<file path="src/rtl/camera_ctrl_if.sv">
// camera_ctrl_if: per-frame link between game logic/scroller and the camera controller.
interface camera_ctrl_if;
   logic [10:0] player_x;
   logic [10:0] screen_x_min;
   logic        lock_req;
   logic [10:0] lock_x;
   logic        shake_trig;
   logic [10:0] roll;
   logic [10:0] offset;
   logic [1:0]  cam_state;
   logic        at_edge;
   logic        shake_active;
   modport master (
      output player_x, screen_x_min, lock_req, lock_x, shake_trig,
      input  roll, offset, cam_state, at_edge, shake_active
   );
   modport slave (
      input  player_x, screen_x_min, lock_req, lock_x, shake_trig,
      output roll, offset, cam_state, at_edge, shake_active
   );
endinterface

</file>
<file path="src/rtl/camera_ctrl.sv">
// camera_ctrl: once-per-frame scroll step and vertical offset for the background scroller.
// Build option CAMERA_BACKSCROLL_EN enables leftward scrolling and two-way lock seeking.
module camera_ctrl #(
   parameter int LEFT_ZONE    = 160,
   parameter int RIGHT_ZONE   = 400,
   parameter int MAX_STEP     = 4,
   parameter int X_MIN_LIMIT  = 5,
   parameter int X_MAX_LIMIT  = 360,
   parameter int BASE_OFFSET  = 0,
   parameter int SHAKE_AMP    = 2,
   parameter int SHAKE_FRAMES = 8
) (
   input  logic         Clk,
   input  logic         Reset,
   input  logic         i_frame_clk,
   camera_ctrl_if.slave cam
);
`ifdef CAMERA_BACKSCROLL_EN
   localparam bit BACK = 1'b1;
`else
   localparam bit BACK = 1'b0;
`endif
   localparam int CW = $clog2(SHAKE_FRAMES + 1);
   typedef logic signed [12:0] s13_t;
   typedef enum logic [1:0] {FOLLOW, LOCK_SEEK, LOCKED} state_t;
   localparam s13_t P_LEFT  = s13_t'(LEFT_ZONE);
   localparam s13_t P_RIGHT = s13_t'(RIGHT_ZONE);
   localparam s13_t P_MAX   = s13_t'(MAX_STEP);
   localparam s13_t P_XMIN  = s13_t'(X_MIN_LIMIT);
   localparam s13_t P_XMAX  = s13_t'(X_MAX_LIMIT);
   state_t        r_state, w_next;
   logic [1:0]    r_sync, r_vld;
   logic          r_prev, r_pend, w_tick;
   logic [CW-1:0] r_cnt, w_cnt;
   logic [10:0]   r_roll, r_offset, w_px, w_roll;
   s13_t          w_pxs, w_sxm, w_follow, w_seek, w_raw, w_step, w_edge;
   assign w_tick = r_sync[1] & ~r_prev;
   assign w_next = !cam.lock_req ? FOLLOW :
                   r_state == FOLLOW ? LOCK_SEEK :
                   (r_state == LOCK_SEEK && (cam.screen_x_min == cam.lock_x ||
                    (!BACK && cam.lock_x < cam.screen_x_min))) ? LOCKED : r_state;
   assign w_px     = cam.player_x < cam.screen_x_min ? 11'd0 : cam.player_x - cam.screen_x_min;
   assign w_pxs    = s13_t'({2'b00, w_px});
   assign w_sxm    = s13_t'({2'b00, cam.screen_x_min});
   assign w_follow = w_pxs > P_RIGHT ? w_pxs - P_RIGHT : w_pxs < P_LEFT ? w_pxs - P_LEFT : '0;
   assign w_seek   = s13_t'({2'b00, cam.lock_x}) - w_sxm;
   assign w_raw    = w_next == LOCKED ? '0 : w_next == LOCK_SEEK ? w_seek : w_follow;
   assign w_step   = w_raw > P_MAX ? P_MAX : w_raw < -P_MAX ? -P_MAX : w_raw;
   // keep screen_x_min + roll inside the legal scroll window
   assign w_edge   = w_step > P_XMAX - w_sxm ? P_XMAX - w_sxm :
                     w_step < P_XMIN - w_sxm ? P_XMIN - w_sxm : w_step;
   assign w_roll   = (!BACK && w_edge[12]) ? 11'd0 : 11'(w_edge);
   assign w_cnt    = (r_pend | cam.shake_trig) ? CW'(SHAKE_FRAMES) :
                     r_cnt != '0 ? r_cnt - CW'(1) : r_cnt;
   always_ff @(posedge Clk) begin
      if (Reset) begin
         r_sync   <= '0;
         r_vld    <= '0;
         r_prev   <= 1'b1;
         r_pend   <= 1'b0;
         r_cnt    <= '0;
         r_state  <= FOLLOW;
         r_roll   <= '0;
         r_offset <= 11'(BASE_OFFSET);
      end else begin
         r_sync <= {r_sync[0], i_frame_clk};
         r_vld  <= {r_vld[0], 1'b1};
         // edge detector stays disarmed until post-reset samples arrive, dropping an edge caught by reset
         r_prev <= r_vld[1] ? r_sync[1] : 1'b1;
         r_pend <= w_tick ? 1'b0 : (r_pend | cam.shake_trig);
         if (w_tick) begin
            r_state  <= w_next;
            r_roll   <= w_roll;
            r_cnt    <= w_cnt;
            r_offset <= 11'(BASE_OFFSET) + (w_cnt[0] ? 11'(SHAKE_AMP) : 11'd0);
         end
      end
   end
   assign cam.roll         = r_roll;
   assign cam.offset       = r_offset;
   assign cam.cam_state    = r_state;
   assign cam.at_edge      = cam.screen_x_min == 11'(X_MIN_LIMIT) || cam.screen_x_min == 11'(X_MAX_LIMIT);
   assign cam.shake_active = r_cnt != '0;
endmodule

</file>
<file path="src/flat_wrapper.sv">
// flat-port wrapper written by rule: the top's interface ports become plain ports
module camera_ctrl_flat 
#(
   parameter int LEFT_ZONE    = 160,
   parameter int RIGHT_ZONE   = 400,
   parameter int MAX_STEP     = 4,
   parameter int X_MIN_LIMIT  = 5,
   parameter int X_MAX_LIMIT  = 360,
   parameter int BASE_OFFSET  = 0,
   parameter int SHAKE_AMP    = 2,
   parameter int SHAKE_FRAMES = 8
)
  (Clk, Reset, i_frame_clk, cam_player_x, cam_screen_x_min, cam_lock_req, cam_lock_x, cam_shake_trig, cam_roll, cam_offset, cam_cam_state, cam_at_edge, cam_shake_active);
  camera_ctrl_if cam_i ();
  input  logic Clk;
  input  logic Reset;
  input  logic i_frame_clk;
  input wire logic [$bits(cam_i.player_x)-1:0] cam_player_x;
  input wire logic [$bits(cam_i.screen_x_min)-1:0] cam_screen_x_min;
  input wire logic [$bits(cam_i.lock_req)-1:0] cam_lock_req;
  input wire logic [$bits(cam_i.lock_x)-1:0] cam_lock_x;
  input wire logic [$bits(cam_i.shake_trig)-1:0] cam_shake_trig;
  output wire logic [$bits(cam_i.roll)-1:0] cam_roll;
  output wire logic [$bits(cam_i.offset)-1:0] cam_offset;
  output wire logic [$bits(cam_i.cam_state)-1:0] cam_cam_state;
  output wire logic [$bits(cam_i.at_edge)-1:0] cam_at_edge;
  output wire logic [$bits(cam_i.shake_active)-1:0] cam_shake_active;
  assign cam_i.player_x = cam_player_x;
  assign cam_i.screen_x_min = cam_screen_x_min;
  assign cam_i.lock_req = cam_lock_req;
  assign cam_i.lock_x = cam_lock_x;
  assign cam_i.shake_trig = cam_shake_trig;
  assign cam_roll = cam_i.roll;
  assign cam_offset = cam_i.offset;
  assign cam_cam_state = cam_i.cam_state;
  assign cam_at_edge = cam_i.at_edge;
  assign cam_shake_active = cam_i.shake_active;
  camera_ctrl #(.LEFT_ZONE(LEFT_ZONE), .RIGHT_ZONE(RIGHT_ZONE), .MAX_STEP(MAX_STEP), .X_MIN_LIMIT(X_MIN_LIMIT), .X_MAX_LIMIT(X_MAX_LIMIT), .BASE_OFFSET(BASE_OFFSET), .SHAKE_AMP(SHAKE_AMP), .SHAKE_FRAMES(SHAKE_FRAMES)) u_core (.Clk(Clk), .Reset(Reset), .i_frame_clk(i_frame_clk), .cam(cam_i));
endmodule
</file>
<file path="config.mk">
export PLATFORM = sky130hd
export DESIGN_NAME = camera_ctrl_flat
export DESIGN_NICKNAME = d
export VERILOG_FILES = /design/src/rtl/camera_ctrl_if.sv /design/src/rtl/camera_ctrl.sv /design/src/flat_wrapper.sv
export SDC_FILE = /design/constraint.sdc
export NUM_CORES = 1
export LEC_CHECK = 0
export CAP_MARGIN = 15
export CORE_UTILIZATION = 45
export DETAILED_ROUTE_END_ITERATION = 7
export GPL_TIMING_DRIVEN = 0
export PLACE_DENSITY = 0.71
export REMOVE_ABC_BUFFERS = 1
export SLEW_MARGIN = 40
export SYNTH_ARGS = -nofsm -noshare
export SYNTH_HDL_FRONTEND = slang
export SYNTH_SLANG_ARGS = --single-unit
</file>
<file path="constraint.sdc">
create_clock -name Clk -period 8.59 [get_ports Clk]
set_input_delay 2.1475 -clock Clk [delete_from_list [all_inputs] [get_ports Clk]]
set_output_delay 2.1475 -clock Clk [all_outputs]
set_load 0.01 [all_outputs]
</file>
Word level (Yosys, flattened, before mapping):

Cells that the tools add are included.

* reduce and logical (&&, ||, !) cells: 9
* equal/unequal tests: 6
* $lt $le $gt $ge: 8
* multiplexer cells: 17
* bitwise gates (word level): 4
* add/sub/neg operators: 7

Operators with widths (number)
* two-way mux 13 bit: 8
* less-than comparator 11 bit: 2
* two-way mux 11 bit: 2
* > comparator 13 bit: 1
* > comparator 13 x 4 -> 1 bit (second input constant): 1
* less-than comparator 13 bit: 1
* less-than comparator 13 x 3 -> 1 bit (second input constant): 1
* subtractor 11 x 11 -> 12 bit: 1
* subtractor 11 x 8 -> 12 bit (second input constant): 1
* subtractor 11 x 9 -> 12 bit (second input constant): 1
* subtractor 3 x 11 -> 12 bit (first input constant): 1
* subtractor 9 x 11 -> 12 bit (first input constant): 1
* equality test 11 bit: 1
* equality test 11 x 3 -> 1 bit (second input constant): 1
* equality test 11 x 9 -> 1 bit (second input constant): 1
* > comparator 11 x 9 -> 1 bit (second input constant): 1
* less-than comparator 11 x 8 -> 1 bit (second input constant): 1
* subtractor 11 bit: 1
* two-way mux 2 bit: 4
* two-way mux 4 bit: 2
* equality test 2 x 1 -> 1 bit (second input constant): 2
* nonzero test 4 bit: 1
* OR reduction 2 bit: 2
* subtractor 4 x 1 -> 4 bit (second input constant): 1
* other kinds (10): 12

* word-level logic and storage cells: 61
* output and inout bits: 26
* register bits after elaboration: 34

Longest topological paths before layout:

Gate-level depths: netlist of run 1.

* depth in word-level cells: 16
* mapped depth: 36

Worst setup path before layout of run 1:

No wires, ideal clock.

* kind: input port to flip-flop
* start: in cam_screen_x_min[3]
* end: reg u_core.r_roll[10] (netlist: u_core.cam.roll[10])
* arrival time: 9003 ps
* buffers on the path: 3
* path slack: -474 ps
* stages on the path: 31
* setup time: 61 ps
* required time: 8529 ps
* path through: clkbuf_1 inv_1 ha_1 nand2_1 a21oi_1 nor3_1 or2_2 nand2b_1 ha_1 a31oi_1 o211ai_2 o2111ai_1 a41oi_2 or4_1 or4_1 ha_1 clkbuf_1 nor4_1 ha_1 nor2b_1 o21a_1 o21a_1 o21ai_0 a21oi_1 a211oi_1 o21ai_0 o41ai_1 a21oi_1 a2111oi_4 buf_6 a32o_1

* cells in the longest elaborated chain, start to end: 16

Ends and longest elaborated chain
* start, declared: line flat_wrapper.sv:19 `input wire logic [$bits(cam_i.screen_x_min)-1:0] cam_screen_x_min;`
* branches (longest 14 deep; another with less-than comparator 13 x 3 -> 1 bit)
* two-way mux 13 bit (*): line camera_ctrl.sv:50 `assign w_edge = w_step > P_XMAX - w_sxm ? P_XMAX - w_sxm :`
* two-way mux 11 bit (*): line camera_ctrl.sv:52 `assign w_roll = (!BACK && w_edge[12]) ? 11'd0 : 11'(w_edge);`
* end signal, assigned: line camera_ctrl.sv:73 `r_roll <= w_roll;`
* end, declared: line camera_ctrl.sv:35 `logic [10:0] r_roll, r_offset, w_px, w_roll;`

Every way passes the cells marked *.
A chain may end at the register's enable or synchronous reset.

Final worst setup path of run 1:

* start: in cam_screen_x_min[2]
* end: reg u_core.r_roll[0] (netlist: u_core.cam.roll[0])

Same word-level chain as after synthesis.

==> summary by stage, run 1 <==
Outcome
The run finished, with violations left. The checks that failed: design-rule violations.

Layout
The number of antenna diodes in the final layout is 0. The area growth from synthesis to layout is 43.35%. The final net count is 779. In the final layout, the share of cells above drive strength 1 is 0.2757. The share of the core filled with cells is 0.6738.

Fill cells in the final layout number 728.

Floorplan
64 I/O pins were placed. In this run the vertical extent of the chip is 98.14 um. After floorplanning, the core was divided into 34 placement rows. The initial utilization of the core area, before any placement, comes to 0.4700. The core region is 8848 sq um. The area of the die is 9630 sq um. In this run the horizontal extent of the chip is 98.14 um.

Clocking
The clock transition at the registers of the reported paths is 0.08 ns. TritonCTS built the clock tree. CTS built an H-tree with a depth of 1.

The cell at the root of the clock tree is sky130_fd_sc_hd__clkbuf_8. The clock drives 23 sinks. The count of hold buffers inserted by post-cts repair is 0. The number of buffers added by the clock tree synthesis step is 3.

The number of buffers on the longest clock path is 2. The clock latency reported for the late side of the worst-skew pair is 0.26 ns.

Drt
The detailed router finished its first iteration with 408 violations. Once detail routing completed, the nets flagged for antenna violations numbered 0. The via total after detailed routing is 5054.

Wires add up to 15020 um. After detailed routing, the number of remaining DRC violations is 2. The first detailed-routing pass took 8 iterations.

The number of vias per cell is 6.397. The routed wirelength normalized by instance count is 19.01 um.

Synthesis
Of the post-synthesis cell area, the dominant cell type holds 0.1685. The cell type contributing the most total cell area after synthesis is sky130_fd_sc_hd__ha_1. After synthesis the netlist holds a flip-flop and latch count of 23.

The mapped cell area is 4159 sq um. After synthesis, the mean cell area works out to 7.258 sq um. The fraction of synthesis flops using an asynchronous set or reset pin is 0.

The most frequently used flop master after synthesis is sky130_fd_sc_hd__dfxtp_1. Yosys mapped a number of flops with a built-in enable equal to 0. By area the synthesized netlist is led by sky130_fd_sc_hd__ha_1 17%, sky130_fd_sc_hd__dfxtp_1 11%, sky130_fd_sc_hd__a21oi_1 6.0%, sky130_fd_sc_hd__nor2_1 5.8%, sky130_fd_sc_hd__nand2_1 5.0%. The share of the yosys chip area belonging to registers is 0.1107.

Yosys printed 0 warnings. Synthesis produced 573 cells. The netlist uses 76 different library cells.

Placed design
At the placement stage, the worst setup path has a slack of -2.143 ns. The final weighted congestion in routability-driven placement is 0.9868. The quantity of I/O buffers inserted on ports is 53. The post-detailed-placement half-perimeter wirelength is 10200 um.

Critical path
Along the worst path, the maximum fanout reaches 7. STA classifies the critical path startpoint as an input pin. The category of cells accounting for the largest share of critical-path delay is compound AO/OA/AOI/OAI gates.

The first element of the critical path is cam_screen_x_min[2]. The worst setup path is of the input pin to register kind. The cell repeated most along the worst path is sky130_fd_sc_hd__buf_4. Data on the critical path is required at its endpoint by 8.74 ns. The cell with the biggest individual delay on the critical path is sky130_fd_sc_hd__or4_4. The data arrival time of the worst path is 8.71 ns. In this run the critical register-to-register path is captured at u_core.cam.roll[0].

The worst setup path is captured at a register. The highest cell delay on the worst timing path is 0.63 ns. The startpoint of the worst-slack reg-to-reg timing path is u_core.cam.cam_state[1]. The number of buffers and inverters on the critical path is 6.

The count of cells along the worst register-to-register path is 23. The setup slack of the most critical reg-to-reg path is 2.26 ns.

Timing
The remaining max-slew budget at the tightest pin is 0.4907. Timing would allow up to 116.9 MHz. The final max-slew violation count was 0. Setup violations remaining at the end of the flow were counted as 0. Setup repair after global routing could not meet its margin everywhere. Between clock sinks in the finished design, the worst skew comes to 0.004883 ns. The tightest hold path in the finished design has a slack of 0.3717 ns.

The final worst-path setup slack is 0.03408 ns. The final hold violation count is 0. The final period utilization is 0.9960. Counting I/O delays and the setup requirement, the final critical path takes 8.556 ns. For the pin with the worst max-slew slack, the measured transition is 0.7639 ns.

Min path
The tightest min-delay check is of the register to register type. In this run the most critical hold path is launched from u_core.r_vld[1]. The endpoint of the worst hold-timing path is u_core.r_prev. Counting instances, the worst hold path has a depth of 1.

Power and ir drop
The worst IR drop on VDD is 0.08772 mV. Power spread over the standard cell area amounts to 138.7 nW/um^2. The total leakage power is 0.002424 uW.

Global route
The maximum number of pins on one net before global-route repair is 18. For this run, the total global-route usage over all layers was measured as 0.2815. The global-route congestion overflow total is 0. The number of global-route vias before repair is 4561. The first-pass GRT wire length is 21970 um. The number of antenna violations at the first check in global routing was 0.

Job
The number of max-capacitance violations reported is 0.
## routing by layer
metal | global-route usage | vias to the layer above | share of wire
li1 | - | 2331 | -
met1 | 0.3502 | 2379 | 0.39
met2 | 0.4848 | 274 | 0.48
met3 | 0.02720 | 70 | 0.075
met4 | 0.1401 | 0 | 0.054
met5 | 0 | - | 0
## cells by family (layout without fill, tap and decap cells)
| kind of cell | count (synthesis) | after routing | synth area share |
|---|---|---|---|
| simple gates | 220 | 221 | 0.2662 |
| fa+ha+maj | 58 | 58 | 0.1781 |
| flops | 23 | 23 | 0.1107 |
| mux | 3 | 3 | 0.007521 |
| compound gates | 178 | 178 | 0.3039 |
| other cells | 1 | 10 | 0.0009017 |
| buf+inv | 60 | 159 | 0.06769 |
| xor+xnor | 30 | 30 | 0.06498 |
## worst max-delay path by stage
stage	endpoint	cells past startpoint	slack, ns
final	u_core.cam.roll[0]	33	0.03
after global placement	u_core.cam.roll[0]	29	-2.52
after global routing	u_core.cam.roll[0]	31	-0.16
after floorplan	u_core.cam.roll[0]	28	-0.43
after CTS	u_core.cam.roll[0]	30	0.0009
after detailed placement	u_core.cam.roll[0]	30	-2.14
## synthesized netlist by cell type (all sizes together) (4+ instances only)
master	count
ha	56
o31ai	6
o31a	4
xor2	7
a21o	5
nor3	15
nor2	64
o21ai	31
and2	5
nor2b	13
nand2	56
buf	13
nand2b	10
a211oi	8
nor4	7
a32o	7
o21a	15
dfxtp	23
a31oi	6
a21oi	50
o2111ai	4
inv	33
xnor2	23
nand4	7
clkbuf	14
a22o	5
and3	12
o211ai	4
nand3	9
## worst register-to-register path: cells and delay by family (launching register included)
kind	cells	cell delay, ns
AND/OR/NAND/NOR	7	2.29
adder cells (fa/ha/maj)	2	0.55
buffers and inverters	2	0.38
AO/OA/AOI/OAI	12	2.39
flip-flops	1	0.61
## state kept, by name, summed over array words and instances (netlist names)
name	cells
u_core.cam.roll	11
u_core.r_pend	1
u_core.r_sync	2
u_core.r_cnt	3
u_core.r_prev	1
u_core.r_vld	2
u_core.cam.cam_state	2
u_core.cam.offset	1
## where the power goes
group	total, uW	internal (uW)	switching (uW)
clock network	64.2	32.3	31.9
logic	653	285	369
registers	110	109	0.959
total	827	425	401
## per-stage QoR
step	power [uW]	instance area (sq um)	instances	setup TNS, ns
2_1_floorplan	434.7	4035	555	-4.393
3_3_place_gp	543.6	4701	716	-27.21
3_5_place_dp	552.7	4716	716	-22.94
4_1_cts	722.7	5434	755	0
5_1_grt	877.1	5962	790	-1.065
6_report	826.8	5962	790	0
## layout make-up
type	count	area, sq um	share of cell area
Timing Repair Buffer	122	1075	0.1803
Sequential cell	23	460.4	0.07723
Inverter	33	156.4	0.02623
Clock inverter	1	5.005	0.0008395
Tap cell	108	135.1	0.02267
Multi-Input combinational cell	500	4089	0.6858
Clock buffer	3	41.29	0.006925
## cells in the final DEF (no fill, tap or decap), types with 19 or more instances in the layout
cell type                         synthesis  final
sky130_fd_sc_hd__nand2_1                 55     51
sky130_fd_sc_hd__o21ai_0                 30     23
sky130_fd_sc_hd__inv_1                   33     19
sky130_fd_sc_hd__clkdlybuf4s50_1          0     31
sky130_fd_sc_hd__buf_4                   11     64
sky130_fd_sc_hd__ha_1                    56     40
sky130_fd_sc_hd__xnor2_1                 23     23
sky130_fd_sc_hd__dfxtp_1                 23     23
sky130_fd_sc_hd__nor2_1                  64     62
sky130_fd_sc_hd__a21oi_1                 50     38
## repair_timing
item | in CTS | in global routing
pin swaps | 40 | 61
endpoints found under the setup margin | 11 | 11
gates resized for setup | 132 | 72
cloned | 1 | 0
buffers inserted | 34 | 35
(Power assumes the default switching activity.)
==> inputs of run 2 (changes only) <==
--- a/config.mk
+++ b/config.mk
@@ -5,7 +5,6 @@
 export SDC_FILE = /design/constraint.sdc
 export NUM_CORES = 1
 export LEC_CHECK = 0
-export CAP_MARGIN = 15
 export CORE_UTILIZATION = 45
 export DETAILED_ROUTE_END_ITERATION = 7
 export GPL_TIMING_DRIVEN = 0
==> results of run 2 <==
Final layout, timing and power as in run 1 (identical DEF).
==> inputs of run 3 (changes only) <==
--- a/config.mk
+++ b/config.mk
@@ -5,10 +5,9 @@
 export SDC_FILE = /design/constraint.sdc
 export NUM_CORES = 1
 export LEC_CHECK = 0
-export CORE_UTILIZATION = 45
+export CORE_UTILIZATION = 40
 export DETAILED_ROUTE_END_ITERATION = 7
 export GPL_TIMING_DRIVEN = 0
-export PLACE_DENSITY = 0.71
 export REMOVE_ABC_BUFFERS = 1
 export SLEW_MARGIN = 40
 export SYNTH_ARGS = -nofsm -noshare
==> run 3 against run 2 <==
The flow finishes with violations (negative setup slack). Final cell count rose by 4.1%. Non-clock buffer count rose by 7. Utilization fell by 3.9 points. Worst hold slack got worse by 0.0043 ns. First-iteration DRC count fell by 41%. Sequential cell count did not move. Sequential share of layout area fell by 0.40 points. Critical path depth did not move. Clock-buffer cell count did not move. Setup slack got worse by 0.047 ns. Clock power rose by 2%.
==> summary by stage, run 3 (synthesis gave the netlist of run 1 again) <==
Floorplan
The area of the die is 10810 sq um (+12%). The width of the die was 104.0 um (+5.9%). The die extent in y was 104.0 um (+5.9%). The standard cell core area came to 9910 sq um (+12%).

The standard-cell row count is 36 (+5.9%). The starting density of the core came to 0.4197 (-0.05033). The count of boundary I/O pins was 64 (unchanged).

Placed design
The post-detailed-placement half-perimeter wirelength was 10750 um (+5.4%). The quantity of I/O buffers inserted on ports is 53 (unchanged). The final weighted congestion in routability-driven placement was 0.8943 (-9.4%).

Clocking
The count of hold buffers inserted by post-cts repair is 0 (unchanged). The clock tree from TritonCTS is yes. The count of H-tree levels built during CTS is 1 (unchanged). The clock transition at the registers of the reported paths is 0.08 ns (about the same). The cell at the root of the clock tree is sky130_fd_sc_hd__clkbuf_8. The number of buffers on the longest clock path is 2 (unchanged). The number of buffers added by the clock tree synthesis step was 3 (unchanged). The clock latency reported for the late side of the worst-skew pair is 0.26 ns (about the same). The clock sink count is 23 (unchanged).

Timing
The remaining max-slew budget at the tightest pin is 0.4856 (-0.005168). The sum of negative setup slack came to -0.01253 ns (-0.01253 ns). Setup repair after global routing could not meet its margin everywhere. The achievable clock frequency is 116.2 MHz (-0.54%). The worst setup skew after layout is 0.006096 ns (+0.001212 ns). The total of endpoints with negative setup slack in the final report is 1 (+1).

The final max-slew violation count is 0 (unchanged). The final period utilization was 1.001 (+0.005426). The final worst-path setup slack is -0.01253 ns (-0.04661 ns). The actual slew at the worst max-slew pin is 0.7688 ns (+0.004912 ns). The final critical path time including I/O delays and setup is 8.603 ns (+0.04661 ns). The tightest hold margin is 0.3673 ns (-0.004337 ns). The final hold violation count came to 0 (unchanged).

Critical path
The data arrival time of the worst path was 8.82 ns (+0.11 ns). The category of cells accounting for the largest share of critical-path delay is simple AND/OR/NAND/NOR gates. The largest driver fanout on the critical path is 11 (+4). The critical path start-end classification is input pin to register. The cell repeated most along the worst path is sky130_fd_sc_hd__buf_4.

The slowest stage of the critical path is the sky130_fd_sc_hd__or4b_2 cell. The worst setup path is captured at a register. The highest cell delay on the worst timing path is 0.61 ns (-0.02 ns). The required time at the worst-slack endpoint came to 8.80 ns (+0.06 ns). The number of buffers and inverters on the critical path came to 8 (+2).

The type of element launching the critical path is an input pin.

Global route
The maximum number of pins on one net before global-route repair is 21 (+3). The first-pass GRT wire length is 23560 um (+7.3%). The global-route congestion overflow total came to 0 (unchanged). The number of antenna violations at the first check in global routing came to 0 (unchanged). The total global-route track usage is 0.2674 (-0.01405). The number of global-route vias before repair is 4780 (+4.8%).

Outcome
The final reports fail on negative setup slack. The run finished, with violations left.

Min path
The path class of the lowest-slack min-delay path is register to register.

Power and ir drop
The part of the total power dissipated in combinational logic came to 0.803 (+0.013). The total leakage power was 0.002507 uW (+3.4%). The net switching power is 434.6 uW (+8.3%). The power density over cell area came to 141.1 nW/um^2 (+1.7%).

The internal portion of total power is 452.2 uW (+6.3%). The share of total power consumed by net switching is 0.4901 (+0.004697). The sequential share of power is 0.123 (-0.009). The worst IR drop on VDD is 0.06797 mV (-23%). The proportion of power drawn by the clock network came to 0.074 (-0.004).

Drt
The number of vias per cell is 6.088 (-4.8%). The number of DRC violations after detailed-routing iteration 0 is 242 (-41%). The via total after detailed routing is 5004 (-0.99%). The routed wirelength normalized by instance count came to 19.54 um (+2.8%). The residual antenna-violating net count after detailed routing is 0 (unchanged). The wire length after detailed routing is 16060 um (+6.9%).

The first-pass iteration count of the detailed router is 5 (-3). The final routed DRC violation total was 0 (-2).

Layout
The share of layout cells above drive strength 1 is 0.3266 (+0.05090). The total inserted antenna cells was 0 (unchanged). The layout overhead on the synthesized area is 51.14%.

The number of flip-flops in the largest register came to 11 (unchanged). The final net count is 786 (+0.90%). The library cell used most frequently in the layout, excluding fill and tap cells, is sky130_fd_sc_hd__buf_4. The top cell types in the final layout, fill and taps aside, are 68 x sky130_fd_sc_hd__buf_4, 57 x sky130_fd_sc_hd__nor2_1, 48 x sky130_fd_sc_hd__nand2_1.

Job
The number of max-capacitance violations reported is 0 (unchanged).
[run 3: repair_timing]
item | in CTS | in global routing
resized for setup | 157 | 109
endpoints found under the setup margin | 11 | 11
setup buffers | 40 | 37
gates cloned | 1 | 1
pin swaps | 49 | 62
[run 3: final cells by class]
| type | count | area (sq um) |
|---|---|---|
| multi-input cells | 500 | 4317 |
| flip-flops and latches | 23 | 460.4 |
| clock inverters | 1 | 5.005 |
| inverters | 33 | 163.9 |
| well taps | 133 | 166.4 |
| fillers | 855 | 3623 |
| repair buffers | 129 | 1132 |
| clock buffers | 3 | 41.29 |
[run 3: final timing paths]
| check | cells after the start | slack (ns) | endpoint | start |
|---|---|---|---|---|
| max | 33 | -0.01 | u_core.cam.roll[1] | cam_screen_x_min[2] |
| min | 1 | 0.37 | u_core.r_prev | u_core.r_vld[1] |
| max reg2reg | 27 | 2.28 | u_core.cam.roll[1] | u_core.cam.cam_state[1] |
| min reg2reg | 1 | 0.37 | u_core.r_prev | u_core.r_vld[1] |
[run 3: power groups by stage]
stage / Clock, uW / Combinational [uW] / Sequential [uW]
4_1_cts: 67.2 / 574 / 109
2_1_floorplan: 0 / 323 / 112
3_5_place_dp: 0 / 447 / 112
5_1_grt: 71.9 / 765 / 110
3_3_place_gp: 0 / 438 / 112
6_report: 65.5 / 712 / 109
[run 3: metrics by stage]
stage	area, sq um	total power, uW	worst slack (ns)	std cells	utilization
floorplan	4035	434.7	-0.4342	555	-
global placement	4732	550.2	-2.762	741	0.4775
detailed placement	4747	559.3	-2.349	741	0.4790
CTS	5624	750.7	-0.01020	785	0.5676
global route	6286	946.3	-0.2001	822	0.6343
finish	6286	886.8	-0.01253	822	0.6343
[run 3: layer usage]
metal	wire length [um]	up-vias	part of all wire	GRT usage
li1	-	2342	-	-
met1	6396	2400	0.40	0.3221
met2	7803	191	0.49	0.4605
met3	767	71	0.048	0.04010
met4	1093	0	0.068	0.1347
met5	0	-	0	0
